==> config.mk <==
export PLATFORM = sky130hd
export DESIGN_NAME = mem_ctrl_flat
export DESIGN_NICKNAME = d
export VERILOG_FILES = /design/src/rtl/mem_pkg.sv /design/src/rtl/mem_ctrl_if.sv /design/src/rtl/mem_ctrl.sv /design/src/flat_wrapper.sv
export SDC_FILE = /design/constraint.sdc
export NUM_CORES = 1
export LEC_CHECK = 0
export CAP_MARGIN = 20
export CORE_MARGIN = 3
export CORE_UTILIZATION = 36
export CTS_CLUSTER_SIZE = 12
export DETAILED_ROUTE_END_ITERATION = 12
export GPL_ROUTABILITY_DRIVEN = 0
export MAX_ROUTING_LAYER = met4
export PLACE_DENSITY = 0.74
export SLEW_MARGIN = 20
export SYNTH_ARGS = -nofsm -noshare
export SYNTH_HDL_FRONTEND = slang
export SYNTH_SLANG_ARGS = --single-unit
==> constraint.sdc <==
create_clock -name clock -period 4.8 [get_ports clock]
set_input_delay 0.72 -clock clock [delete_from_list [all_inputs] [get_ports clock]]
set_output_delay 0.72 -clock clock [all_outputs]
set_load 0.05 [all_outputs]
==> src/rtl/mem_pkg.sv <==
// Shared definitions for the single-port RAM controller.
//   DefAddrW / DefDataW / DefDepth : default address width, word width and implemented depth
//   state_e                        : controller FSM state encoding
package mem_pkg;

  localparam int unsigned DefAddrW = 10;
  localparam int unsigned DefDataW = 69;
  localparam int unsigned DefDepth = 256;

  typedef enum logic [1:0] {
    StIdle,
    StIssue,
    StWait,
    StResp
  } state_e;

endpackage

==> src/rtl/mem_ctrl_if.sv <==
// Request/response and RAM-side bus of the memory controller.
//   req_*  : request channel (valid/ready handshake, write flag, word address, write data)
//   rsp_*  : response channel (valid/ready handshake, read data, out-of-range error)
//   mem_*  : single-port RAM (address, write data, write enable, registered read data)
// Modports:
//   slave  : controller view (accepts requests, drives responses and the RAM)
//   master : requester + RAM view (drives requests, consumes responses, returns mem_q)
interface mem_ctrl_if
  import mem_pkg::*;
#(
  parameter int unsigned ADDR_W = DefAddrW,
  parameter int unsigned DATA_W = DefDataW
) ();

  logic              req_valid;
  logic              req_ready;
  logic              req_write;
  logic [ADDR_W-1:0] req_addr;
  logic [DATA_W-1:0] req_wdata;

  logic              rsp_valid;
  logic              rsp_ready;
  logic [DATA_W-1:0] rsp_rdata;
  logic              rsp_err;

  logic [ADDR_W-1:0] mem_address;
  logic [DATA_W-1:0] mem_data;
  logic              mem_wren;
  logic [DATA_W-1:0] mem_q;

  modport slave (
    input  req_valid, req_write, req_addr, req_wdata, rsp_ready, mem_q,
    output req_ready, rsp_valid, rsp_rdata, rsp_err, mem_address, mem_data, mem_wren
  );

  modport master (
    output req_valid, req_write, req_addr, req_wdata, rsp_ready, mem_q,
    input  req_ready, rsp_valid, rsp_rdata, rsp_err, mem_address, mem_data, mem_wren
  );

endinterface

==> src/rtl/mem_ctrl.sv <==
// Single-request-at-a-time controller for a single-port RAM with registered read data.
// Each accepted request walks IDLE -> ISSUE -> (WAIT for reads) -> RESP and produces exactly
// one response. All outputs except req_ready come straight from flops.
// Ports:
//   clock : rising-edge clock
//   reset : asynchronous active-high reset
//   bus   : mem_ctrl_if.slave (request, response and RAM signals)
// Optional feature: define MEM_CTRL_BOUNDS_CHECK_EN to reject addresses >= DEPTH with rsp_err=1
// without touching the RAM; otherwise every address goes to the RAM and rsp_err is tied to 0.
module mem_ctrl
  import mem_pkg::*;
#(
  parameter int unsigned ADDR_W = DefAddrW,
  parameter int unsigned DATA_W = DefDataW,
  parameter int unsigned DEPTH  = DefDepth
) (
  input logic       clock,
  input logic       reset,
  mem_ctrl_if.slave bus
);

  if (DEPTH == 0 || 64'(DEPTH) > (64'(1) << ADDR_W)) begin : g_depth_check
    $error("mem_ctrl: DEPTH must be in 1 .. 2**ADDR_W");
  end

  state_e            state_q, state_d;
  logic              write_q, write_d;
  logic [ADDR_W-1:0] mem_address_q, mem_address_d;
  logic [DATA_W-1:0] mem_data_q, mem_data_d;
  logic              mem_wren_q, mem_wren_d;
  logic              rsp_valid_q, rsp_valid_d;
  logic [DATA_W-1:0] rsp_rdata_q, rsp_rdata_d;
  logic              addr_oob;

`ifdef MEM_CTRL_BOUNDS_CHECK_EN
  logic rsp_err_q, rsp_err_d;

  assign addr_oob    = (32'(bus.req_addr) >= DEPTH);
  assign bus.rsp_err = rsp_err_q;
`else
  assign addr_oob    = 1'b0;
  assign bus.rsp_err = 1'b0;
`endif

  always_comb begin
    state_d       = state_q;
    write_d       = write_q;
    mem_address_d = mem_address_q;
    mem_data_d    = mem_data_q;
    mem_wren_d    = mem_wren_q;
    rsp_valid_d   = rsp_valid_q;
    rsp_rdata_d   = rsp_rdata_q;
`ifdef MEM_CTRL_BOUNDS_CHECK_EN
    rsp_err_d     = rsp_err_q;
`endif

    unique case (state_q)
      StIdle: begin
        if (bus.req_valid) begin
          write_d     = bus.req_write;
          rsp_rdata_d = '0;
`ifdef MEM_CTRL_BOUNDS_CHECK_EN
          rsp_err_d   = addr_oob;
`endif
          if (addr_oob) begin
            // Rejected request: answer next cycle, RAM never sees it.
            state_d     = StResp;
            rsp_valid_d = 1'b1;
          end else begin
            // The mem_* registers double as the request latch.
            state_d       = StIssue;
            mem_address_d = bus.req_addr;
            mem_data_d    = bus.req_wdata;
            mem_wren_d    = bus.req_write;
          end
        end
      end

      StIssue: begin
        mem_wren_d = 1'b0;
        if (write_q) begin
          // RAM does not refresh q on a write, so writes skip WAIT entirely.
          state_d     = StResp;
          rsp_valid_d = 1'b1;
        end else begin
          state_d = StWait;
        end
      end

      StWait: begin
        // RAM sampled the address at the end of ISSUE; q is valid now.
        rsp_rdata_d = bus.mem_q;
        state_d     = StResp;
        rsp_valid_d = 1'b1;
      end

      StResp: begin
        if (bus.rsp_ready) begin
          rsp_valid_d = 1'b0;
          state_d     = StIdle;
        end
      end

      default: begin
        state_d = StIdle;
      end
    endcase
  end

  always_ff @(posedge clock or posedge reset) begin
    if (reset) begin
      state_q       <= StIdle;
      write_q       <= 1'b0;
      mem_address_q <= '0;
      mem_data_q    <= '0;
      mem_wren_q    <= 1'b0;
      rsp_valid_q   <= 1'b0;
      rsp_rdata_q   <= '0;
`ifdef MEM_CTRL_BOUNDS_CHECK_EN
      rsp_err_q     <= 1'b0;
`endif
    end else begin
      state_q       <= state_d;
      write_q       <= write_d;
      mem_address_q <= mem_address_d;
      mem_data_q    <= mem_data_d;
      mem_wren_q    <= mem_wren_d;
      rsp_valid_q   <= rsp_valid_d;
      rsp_rdata_q   <= rsp_rdata_d;
`ifdef MEM_CTRL_BOUNDS_CHECK_EN
      rsp_err_q     <= rsp_err_d;
`endif
    end
  end

  // No bypass: a request is only taken once the FSM is back in IDLE.
  assign bus.req_ready   = (state_q == StIdle);
  assign bus.rsp_valid   = rsp_valid_q;
  assign bus.rsp_rdata   = rsp_rdata_q;
  assign bus.mem_address = mem_address_q;
  assign bus.mem_data    = mem_data_q;
  assign bus.mem_wren    = mem_wren_q;

endmodule
==> src/flat_wrapper.sv <==
// flat-port wrapper written by rule: the top's interface ports become plain ports
module mem_ctrl_flat import mem_pkg::*;
#(
  parameter int unsigned ADDR_W = DefAddrW,
  parameter int unsigned DATA_W = DefDataW,
  parameter int unsigned DEPTH  = DefDepth
)
  (clock, reset, bus_req_valid, bus_req_write, bus_req_addr, bus_req_wdata, bus_rsp_ready, bus_mem_q, bus_req_ready, bus_rsp_valid, bus_rsp_rdata, bus_rsp_err, bus_mem_address, bus_mem_data, bus_mem_wren);
  mem_ctrl_if #(.ADDR_W(ADDR_W), .DATA_W(DATA_W)) bus_i ();
  input logic clock;
  input logic reset;
  input wire logic [$bits(bus_i.req_valid)-1:0] bus_req_valid;
  input wire logic [$bits(bus_i.req_write)-1:0] bus_req_write;
  input wire logic [$bits(bus_i.req_addr)-1:0] bus_req_addr;
  input wire logic [$bits(bus_i.req_wdata)-1:0] bus_req_wdata;
  input wire logic [$bits(bus_i.rsp_ready)-1:0] bus_rsp_ready;
  input wire logic [$bits(bus_i.mem_q)-1:0] bus_mem_q;
  output wire logic [$bits(bus_i.req_ready)-1:0] bus_req_ready;
  output wire logic [$bits(bus_i.rsp_valid)-1:0] bus_rsp_valid;
  output wire logic [$bits(bus_i.rsp_rdata)-1:0] bus_rsp_rdata;
  output wire logic [$bits(bus_i.rsp_err)-1:0] bus_rsp_err;
  output wire logic [$bits(bus_i.mem_address)-1:0] bus_mem_address;
  output wire logic [$bits(bus_i.mem_data)-1:0] bus_mem_data;
  output wire logic [$bits(bus_i.mem_wren)-1:0] bus_mem_wren;
  assign bus_i.req_valid = bus_req_valid;
  assign bus_i.req_write = bus_req_write;
  assign bus_i.req_addr = bus_req_addr;
  assign bus_i.req_wdata = bus_req_wdata;
  assign bus_i.rsp_ready = bus_rsp_ready;
  assign bus_i.mem_q = bus_mem_q;
  assign bus_req_ready = bus_i.req_ready;
  assign bus_rsp_valid = bus_i.rsp_valid;
  assign bus_rsp_rdata = bus_i.rsp_rdata;
  assign bus_rsp_err = bus_i.rsp_err;
  assign bus_mem_address = bus_i.mem_address;
  assign bus_mem_data = bus_i.mem_data;
  assign bus_mem_wren = bus_i.mem_wren;
  mem_ctrl #(.ADDR_W(ADDR_W), .DATA_W(DATA_W), .DEPTH(DEPTH)) u_core (.clock(clock), .reset(reset), .bus(bus_i));
endmodule
Yosys cells after proc, flatten, opt, wreduce, memory -nomap -nowiden. Cells that the tools add are included.

Register bits after elaboration: 153. Output and inout bits: 152. Logic and storage cells: 33.

Eq/ne operators: 6. Multiplexer cells: 11. Bitwise operators: 1. Reductions and logical operators: 8.

Operators with widths (count): $pmux 69 s2 (1); $mux 69 (1); $pmux 2 s4 (1); $reduce_and 2->1 (4); $eq 2x2->1 const B (2); $mux 1 (4); $mux 2 (2); $ne 2x2->1 const B (2); $reduce_bool 2->1 (2); $pmux 1 s3 (1); $reduce_and 3->1 (1); $eq 2x1->1 const B (1); $logic_not 2->1 (1); $ne 2x1->1 const B (1); $pmux 1 s2 (1); $not 1->1 (1).

Logic depth before layout (Yosys ltp). Gate-level depths: netlist (run 1).

Depth in word-level cells: 3. Depth in mapped cells: 9. Gate-level depth less buffers: 5.

Worst setup path before layout (run 1). OpenSTA, ideal clock, no wires.

Path type: register to register. Start point: register u_core.state_q[0]. End point: register u_core.rsp_rdata_q[50], in the netlist u_core.bus.rsp_rdata[50]. Setup time: 121 ps. Arrival time: 1974 ps. Setup slack: 2705 ps. Cell stages (with the launch flop): 10. Path buffers: 4. Period minus slack after synthesis: 2095 ps. Cells stage by stage: dfrtp_1 > inv_1 > ha_1 > buf_4 > nor2b_4 > nor2b_2 > buf_6 > buf_6 > buf_6 > a22o_1.

Longest elaborated chain between the ends: 3. Elaborated cells on any way between the ends: 6.

RTL lines: start: declaration (RTL line mem_ctrl.sv:26) `state_e state_q, state_d;`; start signal: assignment (RTL line mem_ctrl.sv:112) `state_q <= StIdle;`; start signal: assignment (RTL line mem_ctrl.sv:123) `state_q <= state_d;`; $logic_not 2->1 *; net bus_req_ready (RTL line flat_wrapper.sv:18) `output wire logic [$bits(bus_i.req_ready)-1:0] bus_req_ready;`; $ne 2x2->1 (no line) / $reduce_bool 2->1 (equally long branches); $reduce_and 2->1 (no line); end signal: assignment (RTL line mem_ctrl.sv:129) `rsp_rdata_q <= rsp_rdata_d;`; end: declaration (RTL line mem_ctrl.sv:32) `logic [DATA_W-1:0] rsp_rdata_q, rsp_rdata_d;`.

The timed path passes the listed nets; every way through them passes the cells marked *. A chain may end at the register's enable or synchronous reset.

Worst setup path after layout (run 1).
Start point: register u_core.state_q[0]. End point: output bus_req_ready.

Longest elaborated chain between the ends: 1.

RTL lines: $logic_not 2->1 (RTL line mem_ctrl.sv:137) `assign bus.req_ready = (state_q == StIdle);`; end: declaration (RTL line flat_wrapper.sv:18).

Every way passes these cells.

==> results.sh, run 1 <==
export IMPL_status="finished, final reports clean"
export IMPL_ant_nets=0
export IMPL_crit_family="buffers and inverters"
export IMPL_grt_max_degree=96
export IMPL_fin_cells=881
export IMPL_drt_wl_total_um=15800
export IMPL_met3_usage=0.0544
export IMPL_worstSetupPathType="flop to output pin"
export IMPL_p_leak_nw=4.08
export IMPL_cp_num_buf_inv=2
export IMPL_final_nets=815
export IMPL_timing_reg2reg_setup_slack_ps=2320
export IMPL_finalSetupTns_ps=0
export IMPL_grt_use_met2=0.305
export IMPL_cts_resized=0
export IMPL_cts_tree="yes"
export IMPL_io_pins=305
export IMPL_setup_viol=0
export IMPL_worstPathRequired_ps=4080
export IMPL_cts_sinks=153
export IMPL_reg2reg_depth=6
export IMPL_hold_path_depth=1
export IMPL_postCtsSetupBuffers=0
export IMPL_grt_pass1_wl_um=25100
export IMPL_met1_usage=0.221
export IMPL_final_cell_mix="303 x clkdlybuf4s50_1, 153 x dfrtp_1, 81 x mux2_2"
export IMPL_clockBufferDepth=2
export IMPL_place_inst=848
export IMPL_drive_above_1_share=0.184
export IMPL_drt_drc_violations_left=0
export IMPL_cp_start_kind="flop"
export IMPL_placement_rows=45
export IMPL_portBuffers=303
export IMPL_path_max_fanout=8
export IMPL_fillCellCount=1154
export IMPL_ir_drop_mv=0.511
export IMPL_cp_arrival_ps=2340
export IMPL_clock_skew_ps=7.97
export IMPL_yosysSeqAreaShare=0.662
export IMPL_syn_instance_count=355
export IMPL_p_per_area_mw_per_mm2=879
export IMPL_avgSynthCellArea_sq_um=16.3
export IMPL_viasPerCell=4.76
export IMPL_track_usage=0.186
export IMPL_synth_distinct_cells=24
export IMPL_cts_root_buf="clkbuf_16"
export IMPL_diodes=0
export IMPL_cpMaxStageDelayCell="clkdlybuf4s50_1"
export IMPL_cts_buffers=17
export IMPL_hold_path_class="flop to flop"
export IMPL_hold_viol_final=0
export IMPL_overflow=0
export IMPL_top_usage_layer="met2"
export IMPL_postCtsHoldBufs=0
export IMPL_drv_slew=0
export IMPL_multi_input_area_sq_mm=0.00172
export IMPL_syn2layout_area_growth_pct=64.9
export IMPL_synth_edff_count=0
export IMPL_drtIter0Drc=166
export IMPL_fmax_ghz=0.327
export IMPL_wl_per_cell_um=17.9
export IMPL_num_vias=4196
export IMPL_grt_pass1_vias=4565
export IMPL_fp_dieH_um=133
export IMPL_async_flop_share=1.00
export IMPL_crit_cells=3
export IMPL_core_sq_mm=0.0155
export IMPL_place_hpwl_um=11700
export IMPL_die_w_um=133
export IMPL_h_tree_depth=4
export IMPL_antenna_found_initial=0
export IMPL_firstDrtPassIters=4
export IMPL_clk_pin_slew_ps=60
export IMPL_clk_latency_ps=410
export IMPL_slowest_delay_ps=930
export IMPL_synth_area_sq_mm=0.00578
export IMPL_grt_setup_unrepaired="no"
export IMPL_yosys_register_bits=153
export IMPL_fin_crit_sh=0.637
export IMPL_worst_pin_slew_ps=1050
export IMPL_regArea_sq_mm=0.00383
export IMPL_crit_path_end_kind="output pin"
export IMPL_start_util=0.373
export IMPL_die_area_sq_mm=0.0176
export IMPL_synth_ff_type="dfrtp_1"
export IMPL_min_period_ps=3060
export IMPL_yosysWarnings=0
export IMPL_syn_nets=513
export IMPL_path_cells="inv_1 > ha_1 > clkdlybuf4s50_1"
export IMPL_maxSlewHeadroom=0.297
export IMPL_final_common_cell="clkdlybuf4s50_1"
export IMPL_max_cap_violations=0
## layout make-up
cell class	instances	area share
Clock inverter	13	0.0152
Sequential cell	153	0.402
Clock buffer	19	0.0475
Multi-Input combinational cell	172	0.180
Tap cell	211	0.0277
Timing Repair Buffer	308	0.325
Inverter	5	0.00236
## state kept, by name (all words and copies together), names as in the netlist
register                flops
u_core.write_q              1
u_core.state_q              2
u_core.bus.mem_wren         1
u_core.bus.mem_address     10
u_core.bus.mem_data        69
u_core.bus.rsp_rdata       69
u_core.bus.rsp_valid        1
## metal layers
layer | share of wire | wire length (um) | vias to the layer above
li1 | - | - | 1905
met3 | 0.067 | 1070 | 30
met2 | 0.51 | 8030 | 198
met1 | 0.40 | 6370 | 2063
met4 | 0.022 | 344 | 0
met5 | 0 | 0 | -
## metrics by stage
step / hold slack (ps) / utilization / area, sq um / power, mW / setup slack [ps]
2_1_floorplan: 503 / - / 5790 / 5.49 / 2150
3_3_place_gp: 485 / 0.576 / 8910 / 6.98 / 1870
3_5_place_dp: 492 / 0.576 / 8910 / 7.09 / 1750
4_1_cts: 506 / 0.614 / 9510 / 8.45 / 1700
5_1_grt: 514 / 0.616 / 9530 / 8.74 / 1600
6_report: 502 / 0.616 / 9530 / 8.38 / 1740
## cell families after synthesis
group / count (synthesis) / share of synthesized area
mux: 82 / 0.162
flops: 153 / 0.662
fa+ha+maj: 5 / 0.0108
buf+inv: 30 / 0.0420
compound gates: 77 / 0.115
other cells: 1 / 0.000649
simple gates: 7 / 0.00801
## worst paths after layout
check	start	end
worst max-delay path	u_core.state_q[0]$_DFFE_PP0P_	bus_req_ready
worst min-delay path	u_core.bus.mem_data[55]$_DFFE_PP0P_	u_core.bus.mem_data[55]$_DFFE_PP0P_
worst max register to register	u_core.state_q[0]$_DFFE_PP0P_	u_core.bus.rsp_rdata[14]$_DFFE_PP0P_
worst min register to register	u_core.bus.mem_data[55]$_DFFE_PP0P_	u_core.bus.mem_data[55]$_DFFE_PP0P_
max in group asynchronous	reset	u_core.bus.mem_data[26]$_DFFE_PP0P_
min in group asynchronous	reset	u_core.bus.rsp_rdata[51]$_DFFE_PP0P_
## synth_stat cells, types with 2 or more instances
cell / count / area (sq um)
a22o_1: 70 / 613
buf_2: 10 / 50.1
buf_4: 2 / 15.0
buf_6: 4 / 45.0
clkbuf_8: 8 / 110
dfrtp_1: 153 / 3830
ha_1: 5 / 62.6
inv_1: 5 / 18.8
mux2_2: 81 / 912
nor2_1: 2 / 7.51
o31ai_1: 2 / 15.0
## power breakdown
| group | switching, mW | internal, mW |
|---|---|---|
| logic | 3.01 | 1.79 |
| clock network | 0.532 | 0.798 |
| registers | 0.342 | 1.91 |
No activity file was read; power rests on OpenSTA's default activity.
==> inputs of run 2 (changes only) <==
==> constraint.sdc (replaced) <==
create_clock -name clock -period 2.8 [get_ports clock]
set_input_delay 0.42 -clock clock [delete_from_list [all_inputs] [get_ports clock]]
set_output_delay 0.42 -clock clock [all_outputs]
set_load 0.05 [all_outputs]
==> results.sh, run 2 (synthesis gave the netlist of run 1 again) <==
export IMPL_status="finished, final reports clean"
export IMPL_cts_root_buf="clkbuf_16"
export IMPL_grt_setup_unrepaired="no"
export IMPL_switchingPower_mw=6.61
export IMPL_crit_family="buffers and inverters"
export IMPL_seq_power_share=0.268
export IMPL_ir_drop_mv=0.922
export IMPL_place_hpwl_um=11800
export IMPL_placement_rows=45
export IMPL_min_period_ps=2330
export IMPL_pwr_share_clk=0.159
export IMPL_drtIter0Drc=141
export IMPL_path_cells="inv_1 > ha_1 > dlymetal6s2s_1"
export IMPL_postCtsSetupBuffers=0
export IMPL_hold_viol_final=0
export IMPL_grt_max_degree=95
export IMPL_firstDrtPassIters=4
export IMPL_fillCellCount=1181
export IMPL_die_w_um=133
export IMPL_die_area_sq_mm=0.0176
export IMPL_track_usage=0.186
export IMPL_overflow=0
export IMPL_worstPathRequired_ps=2380
export IMPL_maxSlewHeadroom=0.511
export IMPL_max_cap_violations=0
export IMPL_viasPerCell=4.71
export IMPL_multi_input_area_sq_mm=0.00172
export IMPL_worstSetupPathType="flop to output pin"
export IMPL_crit_path_end_kind="output pin"
export IMPL_setup_viol=0
export IMPL_finalSetupTns_ps=0
export IMPL_drv_slew=0
export IMPL_fmax_ghz=0.430
export IMPL_clock_skew_ps=6.65
export IMPL_worst_slack_ps=474
export IMPL_reg2reg_depth=5
export IMPL_h_tree_depth=4
export IMPL_cts_tree="yes"
export IMPL_cp_start_kind="flop"
export IMPL_cts_sinks=153
export IMPL_start_util=0.373
export IMPL_p_leak_nw=4.10
export IMPL_drt_wl_total_um=15800
export IMPL_cp_num_buf_inv=2
export IMPL_syn2layout_area_growth_pct=65.5
export IMPL_final_common_cell="clkdlybuf4s50_1"
export IMPL_pwr_share_comb=0.573
export IMPL_ant_nets=0
export IMPL_timing_reg2reg_setup_slack_ps=870
export IMPL_final_util=0.618
export IMPL_final_cell_mix="302 x clkdlybuf4s50_1, 153 x dfrtp_1, 81 x mux2_2"
export IMPL_portBuffers=303
export IMPL_antenna_found_initial=0
export IMPL_cts_resized=0
export IMPL_p_int_mw=7.79
export IMPL_r2r_end="u_core.bus.mem_data[63]$_DFFE_PP0P_"
export IMPL_postCtsHoldBufs=0
export IMPL_hold_path_class="primary input to asynchronous set/reset pin"
export IMPL_place_ws_ps=481
export IMPL_path_max_fanout=8
export IMPL_r2r_start="u_core.state_q[0]$_DFFE_PP0P_"
export IMPL_drive_above_1_share=0.183
export IMPL_core_sq_mm=0.0155
export IMPL_worst_pin_slew_ps=733
export IMPL_p_sw_frac=0.459
export IMPL_cts_buffers=17
export IMPL_clockBufferDepth=2
export IMPL_diodes=0
export IMPL_regArea_sq_mm=0.00383
export IMPL_slowest_delay_ps=510
export IMPL_wl_per_cell_um=17.9
export IMPL_p_per_area_mw_per_mm2=1500
export IMPL_hold_worst_slack_ps=498
export IMPL_cpMaxStageDelayCell="dlymetal6s2s_1"
export IMPL_io_pins=305
export IMPL_fin_crit_sh=0.831
export IMPL_num_vias=4162
export IMPL_drt_drc_violations_left=0
export IMPL_fp_dieH_um=133
export IMPL_grt_pass1_wl_um=25200
export IMPL_cp_arrival_ps=1910
export IMPL_grt_pass1_vias=4596
export IMPL_final_nets=817
export IMPL_clk_pin_slew_ps=60
export IMPL_clk_latency_ps=410
## run 2: worst reg2reg max path: stages, from the launching register on
cell	delay, ps
dfrtp_1	400
inv_1	150
ha_1	440
nand2_4	230
buf_12	260
mux2_2	340
## run 2: per-layer routing
layer | vias to the layer above | GRT usage | share of wire
met2 | 200 | 0.307 | 0.51
met4 | 0 | 0.0722 | 0.030
met5 | - | - | 0
li1 | 1904 | - | -
met3 | 33 | 0.0605 | 0.064
met1 | 2025 | 0.212 | 0.40
## run 2: worst max path at each step
stage	start	to	cells past startpoint
after floorplan	reset	u_core.bus.mem_address[0]$_DFFE_PP0P_	1
after global placement	u_core.state_q[0]$_DFFE_PP0P_	bus_req_ready	3
after detailed placement	u_core.state_q[0]$_DFFE_PP0P_	bus_req_ready	3
after CTS	u_core.state_q[0]$_DFFE_PP0P_	bus_req_ready	3
after global routing	u_core.state_q[0]$_DFFE_PP0P_	bus_req_ready	3
final	u_core.state_q[0]$_DFFE_PP0P_	bus_req_ready	3
## run 2: metrics by stage
| step | instance area [sq um] | instances | power, mW |
|---|---|---|---|
| floorplan | 5790 | 355 | 9.41 |
| global placement | 8970 | 851 | 12.0 |
| detailed placement | 8970 | 851 | 12.2 |
| CTS | 9570 | 883 | 14.6 |
| global route | 9570 | 883 | 15.0 |
| finish | 9570 | 883 | 14.4 |
## run 2: power by group through the flow
stage / registers (mW) / logic [mW] / clock network (mW)
2_1_floorplan: 7.41 / 2.00 / 0
4_1_cts: 3.87 / 8.35 / 2.36
3_5_place_dp: 3.88 / 8.33 / 0
3_3_place_gp: 3.84 / 8.20 / 0
6_report: 3.86 / 8.25 / 2.30
5_1_grt: 3.99 / 8.58 / 2.46
## run 2: final cells by class
class	count	share of cell area
flip-flops and latches	153	0.400
well taps	211	0.0276
repair buffers	310	0.328
inverters	5	0.00235
clock inverters	12	0.0157
multi-input cells	172	0.180
clock buffers	20	0.0467
